[config.mk]
export PLATFORM = sky130hd
export DESIGN_NAME = key_event_multi
export DESIGN_NICKNAME = d
export VERILOG_FILES = /design/src/rtl/key_event_pkg.sv /design/src/rtl/key_event_chan.sv /design/src/rtl/key_event_multi.sv
export SDC_FILE = /design/constraint.sdc
export NUM_CORES = 1
export LEC_CHECK = 0
export ABC_CLOCK_PERIOD_IN_PS = 4550
export CORE_UTILIZATION = 35
export DETAILED_ROUTE_END_ITERATION = 8
export PLACE_DENSITY = 0.61
export SETUP_SLACK_MARGIN = 0.3
export SYNTH_ARGS = -nofsm -noshare
export SYNTH_HDL_FRONTEND = slang
export SYNTH_HIERARCHICAL = 1
export SYNTH_SLANG_ARGS = --single-unit
[constraint.sdc]
create_clock -name clk -period 4.55 [get_ports clk]
set_input_delay 0.455 -clock clk [delete_from_list [all_inputs] [get_ports clk]]
set_output_delay 0.455 -clock clk [all_outputs]
set_load 0.1 [all_outputs]
[src/rtl/key_event_pkg.sv]
// rtl/key_event_pkg.sv - shared state encoding and counter width helper for the key front end
package key_event_pkg;

   typedef enum logic [2:0] {
      IDLE     = 3'd0,
      PRESS_DB = 3'd1,
      HELD     = 3'd2,
      LONG     = 3'd3,
      REL_DB   = 3'd4
   } key_fsm_e;

   function automatic int cnt_width(input int a, input int b, input int c);
      int m;
      m = (a > b) ? a : b;
      m = (m > c) ? m : c;
      return $clog2(m + 1);
   endfunction

endpackage

[src/rtl/key_event_chan.sv]
// rtl/key_event_chan.sv - one key channel: 2-FF sync, debounce FSM, press/long/release strobes
// Auto-repeat in LONG is built only when KEY_REPEAT_EN is defined.
module key_event_chan
   import key_event_pkg::*;
#(
   parameter int DEBOUNCE_CYC = 300_000,
   parameter int LONG_CYC     = 50_000_000,
   parameter int REPEAT_CYC   = 10_000_000
) (
   input  logic clk,
   input  logic rst,
   input  logic key_n_i,
   output logic key_state_o,
   output logic press_pulse_o,
   output logic long_pulse_o,
   output logic release_pulse_o
);

   localparam int CNT_W = cnt_width(DEBOUNCE_CYC, LONG_CYC, REPEAT_CYC);
   localparam logic [CNT_W-1:0] DB_LAST   = CNT_W'(DEBOUNCE_CYC - 1);
   localparam logic [CNT_W-1:0] LONG_LAST = CNT_W'(LONG_CYC - 1);
   localparam logic [CNT_W-1:0] CNT_MAX   = '1;
`ifdef KEY_REPEAT_EN
   localparam logic [CNT_W-1:0] REP_LAST  = CNT_W'(REPEAT_CYC - 1);
`endif

   logic             sync1_q, sync2_q;
   key_fsm_e         state_q, state_d;
   logic [CNT_W-1:0] cnt_q, cnt_d;
   logic             long_done_q, long_done_d;
   logic             key_state_q, key_state_d;
   logic             press_q, press_d;
   logic             long_q, long_d;
   logic             release_q, release_d;
   logic             rep_hit;
   logic             key_s;

   assign key_s = sync2_q;

   always_comb begin
      state_d     = state_q;
      long_done_d = long_done_q;
      key_state_d = key_state_q;
      press_d     = 1'b0;
      long_d      = 1'b0;
      release_d   = 1'b0;
      rep_hit     = 1'b0;
      case (state_q)
         IDLE: if (!key_s) state_d = PRESS_DB;
         PRESS_DB: begin
            if (key_s) begin
               state_d = IDLE;
            end else if (cnt_q == DB_LAST) begin
               state_d     = HELD;
               press_d     = 1'b1;
               key_state_d = 1'b1;
            end
         end
         HELD: begin
            if (key_s) begin
               state_d = REL_DB;
            end else if (cnt_q == LONG_LAST) begin
               state_d     = LONG;
               long_d      = 1'b1;
               long_done_d = 1'b1;
            end
         end
         LONG: begin
            if (key_s) begin
               state_d = REL_DB;
`ifdef KEY_REPEAT_EN
            end else if (cnt_q == REP_LAST) begin
               press_d = 1'b1;
               rep_hit = 1'b1;
`endif
            end
         end
         REL_DB: begin
            // a bounce back low resumes the hold; long_done picks which hold state
            if (!key_s) begin
               state_d = long_done_q ? LONG : HELD;
            end else if (cnt_q == DB_LAST) begin
               state_d     = IDLE;
               release_d   = 1'b1;
               key_state_d = 1'b0;
               long_done_d = 1'b0;
            end
         end
         default: begin
            state_d     = IDLE;
            key_state_d = 1'b0;
            long_done_d = 1'b0;
         end
      endcase

      if (state_d != state_q || rep_hit) cnt_d = '0;
      else if (cnt_q != CNT_MAX)         cnt_d = cnt_q + 1'b1;
      else                               cnt_d = cnt_q;
   end

   always_ff @(posedge clk or posedge rst) begin
      if (rst) begin
         sync1_q     <= 1'b1;
         sync2_q     <= 1'b1;
         state_q     <= IDLE;
         cnt_q       <= '0;
         long_done_q <= 1'b0;
         key_state_q <= 1'b0;
         press_q     <= 1'b0;
         long_q      <= 1'b0;
         release_q   <= 1'b0;
      end else begin
         sync1_q     <= key_n_i;
         sync2_q     <= sync1_q;
         state_q     <= state_d;
         cnt_q       <= cnt_d;
         long_done_q <= long_done_d;
         key_state_q <= key_state_d;
         press_q     <= press_d;
         long_q      <= long_d;
         release_q   <= release_d;
      end
   end

   assign key_state_o     = key_state_q;
   assign press_pulse_o   = press_q;
   assign long_pulse_o    = long_q;
   assign release_pulse_o = release_q;

endmodule

[src/rtl/key_event_multi.sv]
// rtl/key_event_multi.sv - NUM_KEYS independent debounced key channels with event strobes
// Auto-repeat is enabled per channel by defining KEY_REPEAT_EN.
module key_event_multi
   import key_event_pkg::*;
#(
   parameter int NUM_KEYS     = 4,
   parameter int DEBOUNCE_CYC = 300_000,
   parameter int LONG_CYC     = 50_000_000,
   parameter int REPEAT_CYC   = 10_000_000
) (
   input  logic                clk,
   input  logic                rst,
   input  logic [NUM_KEYS-1:0] key_n,
   output logic [NUM_KEYS-1:0] key_state,
   output logic [NUM_KEYS-1:0] press_pulse,
   output logic [NUM_KEYS-1:0] long_pulse,
   output logic [NUM_KEYS-1:0] release_pulse
);

   for (genvar g = 0; g < NUM_KEYS; g++) begin : g_chan
      key_event_chan #(
         .DEBOUNCE_CYC (DEBOUNCE_CYC),
         .LONG_CYC     (LONG_CYC),
         .REPEAT_CYC   (REPEAT_CYC)
      ) u_chan (
         .clk             (clk),
         .rst             (rst),
         .key_n_i         (key_n[g]),
         .key_state_o     (key_state[g]),
         .press_pulse_o   (press_pulse[g]),
         .long_pulse_o    (long_pulse[g]),
         .release_pulse_o (release_pulse[g])
      );
   end

endmodule

==> results.md <==
- Status: finished, final reports clean
- Crit path launch type: flop
- Highest metal used: met4
- Core Region: 22900 um2
- Total leakage power: 3.46 nW
- Post-synth cell types: 61
- Largest net degree at the start of global routing: 37
- Clock Latency Late Sink: 0.43 ns
- Register area share after synthesis: 0.436
- Ratio of cells with drive above 1 in the final layout: 0.137
- Post-synth ARST share: 1.00
- CP Max Fanout: 26
- Gr usage total: 0.160
- HPWL Detailed: 12.6 mm
- # placed instances: 1194
- Max-slew violations: 0
- Max_slew headroom: 0.144
- Util after Layout: 0.409
- Mapped Cells: 881
- Die ar.: 24300 um2
- Cell-internal power: 2.26 mW
- Non-Filler Instances: 1226
- Worst Path Buf+Inv: 0
- Vias: 6681
- Cell taking the most area after synthesis: dfrtp_1
- Sw frac: 0.242
- Clock share of power: 0.483
- Htree depth: 4
- Setup bufs post-CTS: 0
- Die height: 156 um
- Critical path cell sequence: ha_1 -> nor4bb_1 -> nand2_1 -> nor4_2 -> o211a_1 -> nor3_1
- Final hold vios: 0
- Clock-pin slew on the worst setup and hold paths: 0.07 ns
- Area growth, synth to finish: 13.2%
- DRT iter0 DRCs: 417
- Setup TNS: 0 ns
- CP max stage cell: o211a_1
- Final Critical Period: 2.73 ns
- M1 WL: 8.76 mm
- Worst Slack Setup Final: 1.82 ns
- Number of maximum-capacitance violations: 0
- CTS Hold Bufs: 0
- Clk_skew: 0.0118 ns
- Max Freq: 0.366 GHz
- CTS tree: yes
- Num ports: 22
- Max IR drop VDD: 0.283 mV
- Die X: 156 um
- Area contributors post-synth: dfrtp_1, xnor2_1, nand2_1
- Number of synthesized flops with an enable pin: 0
- Fin nets: 910
- Pwr per Cell Area: 318 nW/um2
- Vias/cell: 5.45
- Synth warn: 6
- Residual DRC: 0
- Crit path required time: 4.82 ns
- Yosys reg bits: 144
- Starting density of the core: 0.362
- Post-synth top area share: 0.411
- Met3 wire length: 517 um
- Total congestion overflow: 0
- Wirelength per Cell: 14.8 um
- Worst Tran Pin Value: 1.27 ns
- Period utilisation layout: 0.600
- DRT Wirelength: 18.1 mm
- Logic pwr share: 0.062
- Inserted Clock Buffers: 17
- Antenna violations before repair: 0
- Critical Path AT: 3.00 ns
- 1st-pass router iterations: 4
- Ant diodes: 0
- Vias in the first global route: 6533
- Final setup viols: 0
- Slowest Stage Delay on Critical Path: 0.74 ns
- CTS Sinks: 144
- RSZ-0062 raised after global routing: no
- Clk root buf: clkbuf_16
- Placement Setup Slack: 1.81 ns
- Global-route wire length before repair: 31.7 mm
- Worst setup path class: flop to flop
- Kind of end point of the critical path: flop
- Routability congestion estimate: 0.826
- Synth Area per Inst: 9.41 um2
- Top FF cell, synth: dfrtp_1
- Seq pwr share: 0.455
- Post-CTS Resized: 0
- Largest delay contributor family on the critical path: simple AND/OR/NAND/NOR gates
- IO Port Bufs: 21
- Longest Clk Path Bufs: 2
- Met2 WL: 8.64 mm
- Mapped Nets: 891
- Synthesized cell area: 8290 um2
- Remaining antenna violation count: 0
- Worst min path class: flop to flop
- Switching pwr: 0.720 mW
- Row count: 55
-- flip-flops by register name, summed over array words and instances (netlist names) --
name                           count
g_chan.u_chan/release_pulse_o      4
g_chan.u_chan/press_pulse_o        4
g_chan.u_chan/state_q             12
g_chan.u_chan/key_state_o          4
g_chan.u_chan/cnt_q              104
g_chan.u_chan/long_pulse_o         4
g_chan.u_chan/long_done_q          4
g_chan.u_chan/sync1_q              4
g_chan.u_chan/key_s                4
-- cell usage in the layout, fill, tap and decap left out, types with 4 or more instances in the layout --
| master | instances |
|---|---|
| a41oi_1 | 6 |
| a21o_1 | 5 |
| xnor2_1 | 68 |
| or4_1 | 10 |
| dfstp_2 | 8 |
| or4_4 | 10 |
| a21boi_0 | 7 |
| xor2_1 | 9 |
| dfrtp_1 | 136 |
| nor4b_1 | 11 |
| clkbuf_16 | 17 |
| nor4_1 | 22 |
| inv_1 | 28 |
| nand3_1 | 50 |
| nor4_2 | 8 |
| nand2_1 | 85 |
| nor2_1 | 81 |
| ha_1 | 4 |
| a21oi_1 | 43 |
| buf_4 | 11 |
| nor2_2 | 24 |
| o22ai_1 | 5 |
| a211oi_1 | 24 |
| and3_1 | 7 |
| o21ai_0 | 17 |
| and4bb_2 | 4 |
| a31oi_1 | 8 |
| or3_1 | 12 |
| and2_1 | 8 |
| and3_2 | 4 |
| and4_2 | 5 |
| clkdlybuf4s50_1 | 21 |
| nor4bb_1 | 8 |
| nor3_1 | 27 |
| nand3b_1 | 6 |
| nor3b_1 | 8 |
| and4_1 | 12 |
| o31ai_1 | 7 |
| nand4_1 | 29 |
| a21oi_2 | 9 |
-- per-layer routing --
metal,global-route usage,vias up
met5,0,-
met4,0.0486,0
met3,0.0364,23
met2,0.257,95
met1,0.213,3282
li1,-,3281
-- power groups by stage --
stage                     logic, mW  registers [mW]  clock network [mW]
after floorplan               0.161            1.37                   0
after global placement        0.189            1.38                   0
after detailed placement      0.190            1.38                   0
after CTS                     0.192            1.35                1.48
after global routing          0.214            1.36                1.53
final                         0.186            1.36                1.44
-- Yosys cell counts (9+ instances only) --
cell type	count
dfrtp_1	136
nand2_1	85
nor2_1	81
xnor2_1	68
nand3_1	50
a21oi_1	43
nand4_1	29
inv_1	28
nor3_1	27
nor4_1	26
a211oi_1	24
nor2_2	24
o21ai_0	17
clkbuf_1	14
and4_1	12
or3_1	12
buf_6	11
nor4b_1	11
or4_1	10
or4_4	10
a21oi_2	9
xor2_1	9
-- stage by stage --
stage / power [mW] / hold slack, ns / cell area [um2]
floorplan: 1.53 / 0.345 / 8290
global placement: 1.57 / 0.346 / 8770
detailed placement: 1.57 / 0.350 / 8770
CTS: 3.02 / 0.355 / 9380
global route: 3.10 / 0.359 / 9380
finish: 2.98 / 0.352 / 9380
-- logic make-up (layout without fill, tap and decap cells) --
group	Yosys count	in the layout	share of synthesized area
simple gates	446	446	0.309
fa+ha+maj	4	4	0.00604
mux	2	2	0.00242
xor+xnor	77	77	0.0814
compound gates	148	148	0.125
buf+inv	60	92	0.0400
flops	144	144	0.436
-- path summary, 6_finish.rpt --
check	from	endpoint	slack, ns	cells past startpoint
min	g_chan[1].u_chan/sync1_q	g_chan[1].u_chan/key_s	0.35	0
min in group asynchronous	rst	g_chan[1].u_chan/cnt_q[14]	0.54	2
min reg2reg	g_chan[1].u_chan/sync1_q	g_chan[1].u_chan/key_s	0.35	0
max	g_chan[3].u_chan/cnt_q[0]	g_chan[3].u_chan/cnt_q[24]	1.82	6
max in group asynchronous	rst	g_chan[1].u_chan/cnt_q[24]	3.29	3
max reg2reg	g_chan[3].u_chan/cnt_q[0]	g_chan[3].u_chan/cnt_q[24]	1.82	6
-- area by class of cell --
| class | instances | area (um2) |
|---|---|---|
| inverters | 28 | 105 |
| clock inverters | 11 | 156 |
| clock buffers | 21 | 450 |
| flip-flops and latches | 144 | 3610 |
| multi-input cells | 677 | 4370 |
| repair buffers | 32 | 293 |
| well taps | 313 | 392 |
| fillers | 2230 | 13500 |
Power figures use the tool's default switching activity.
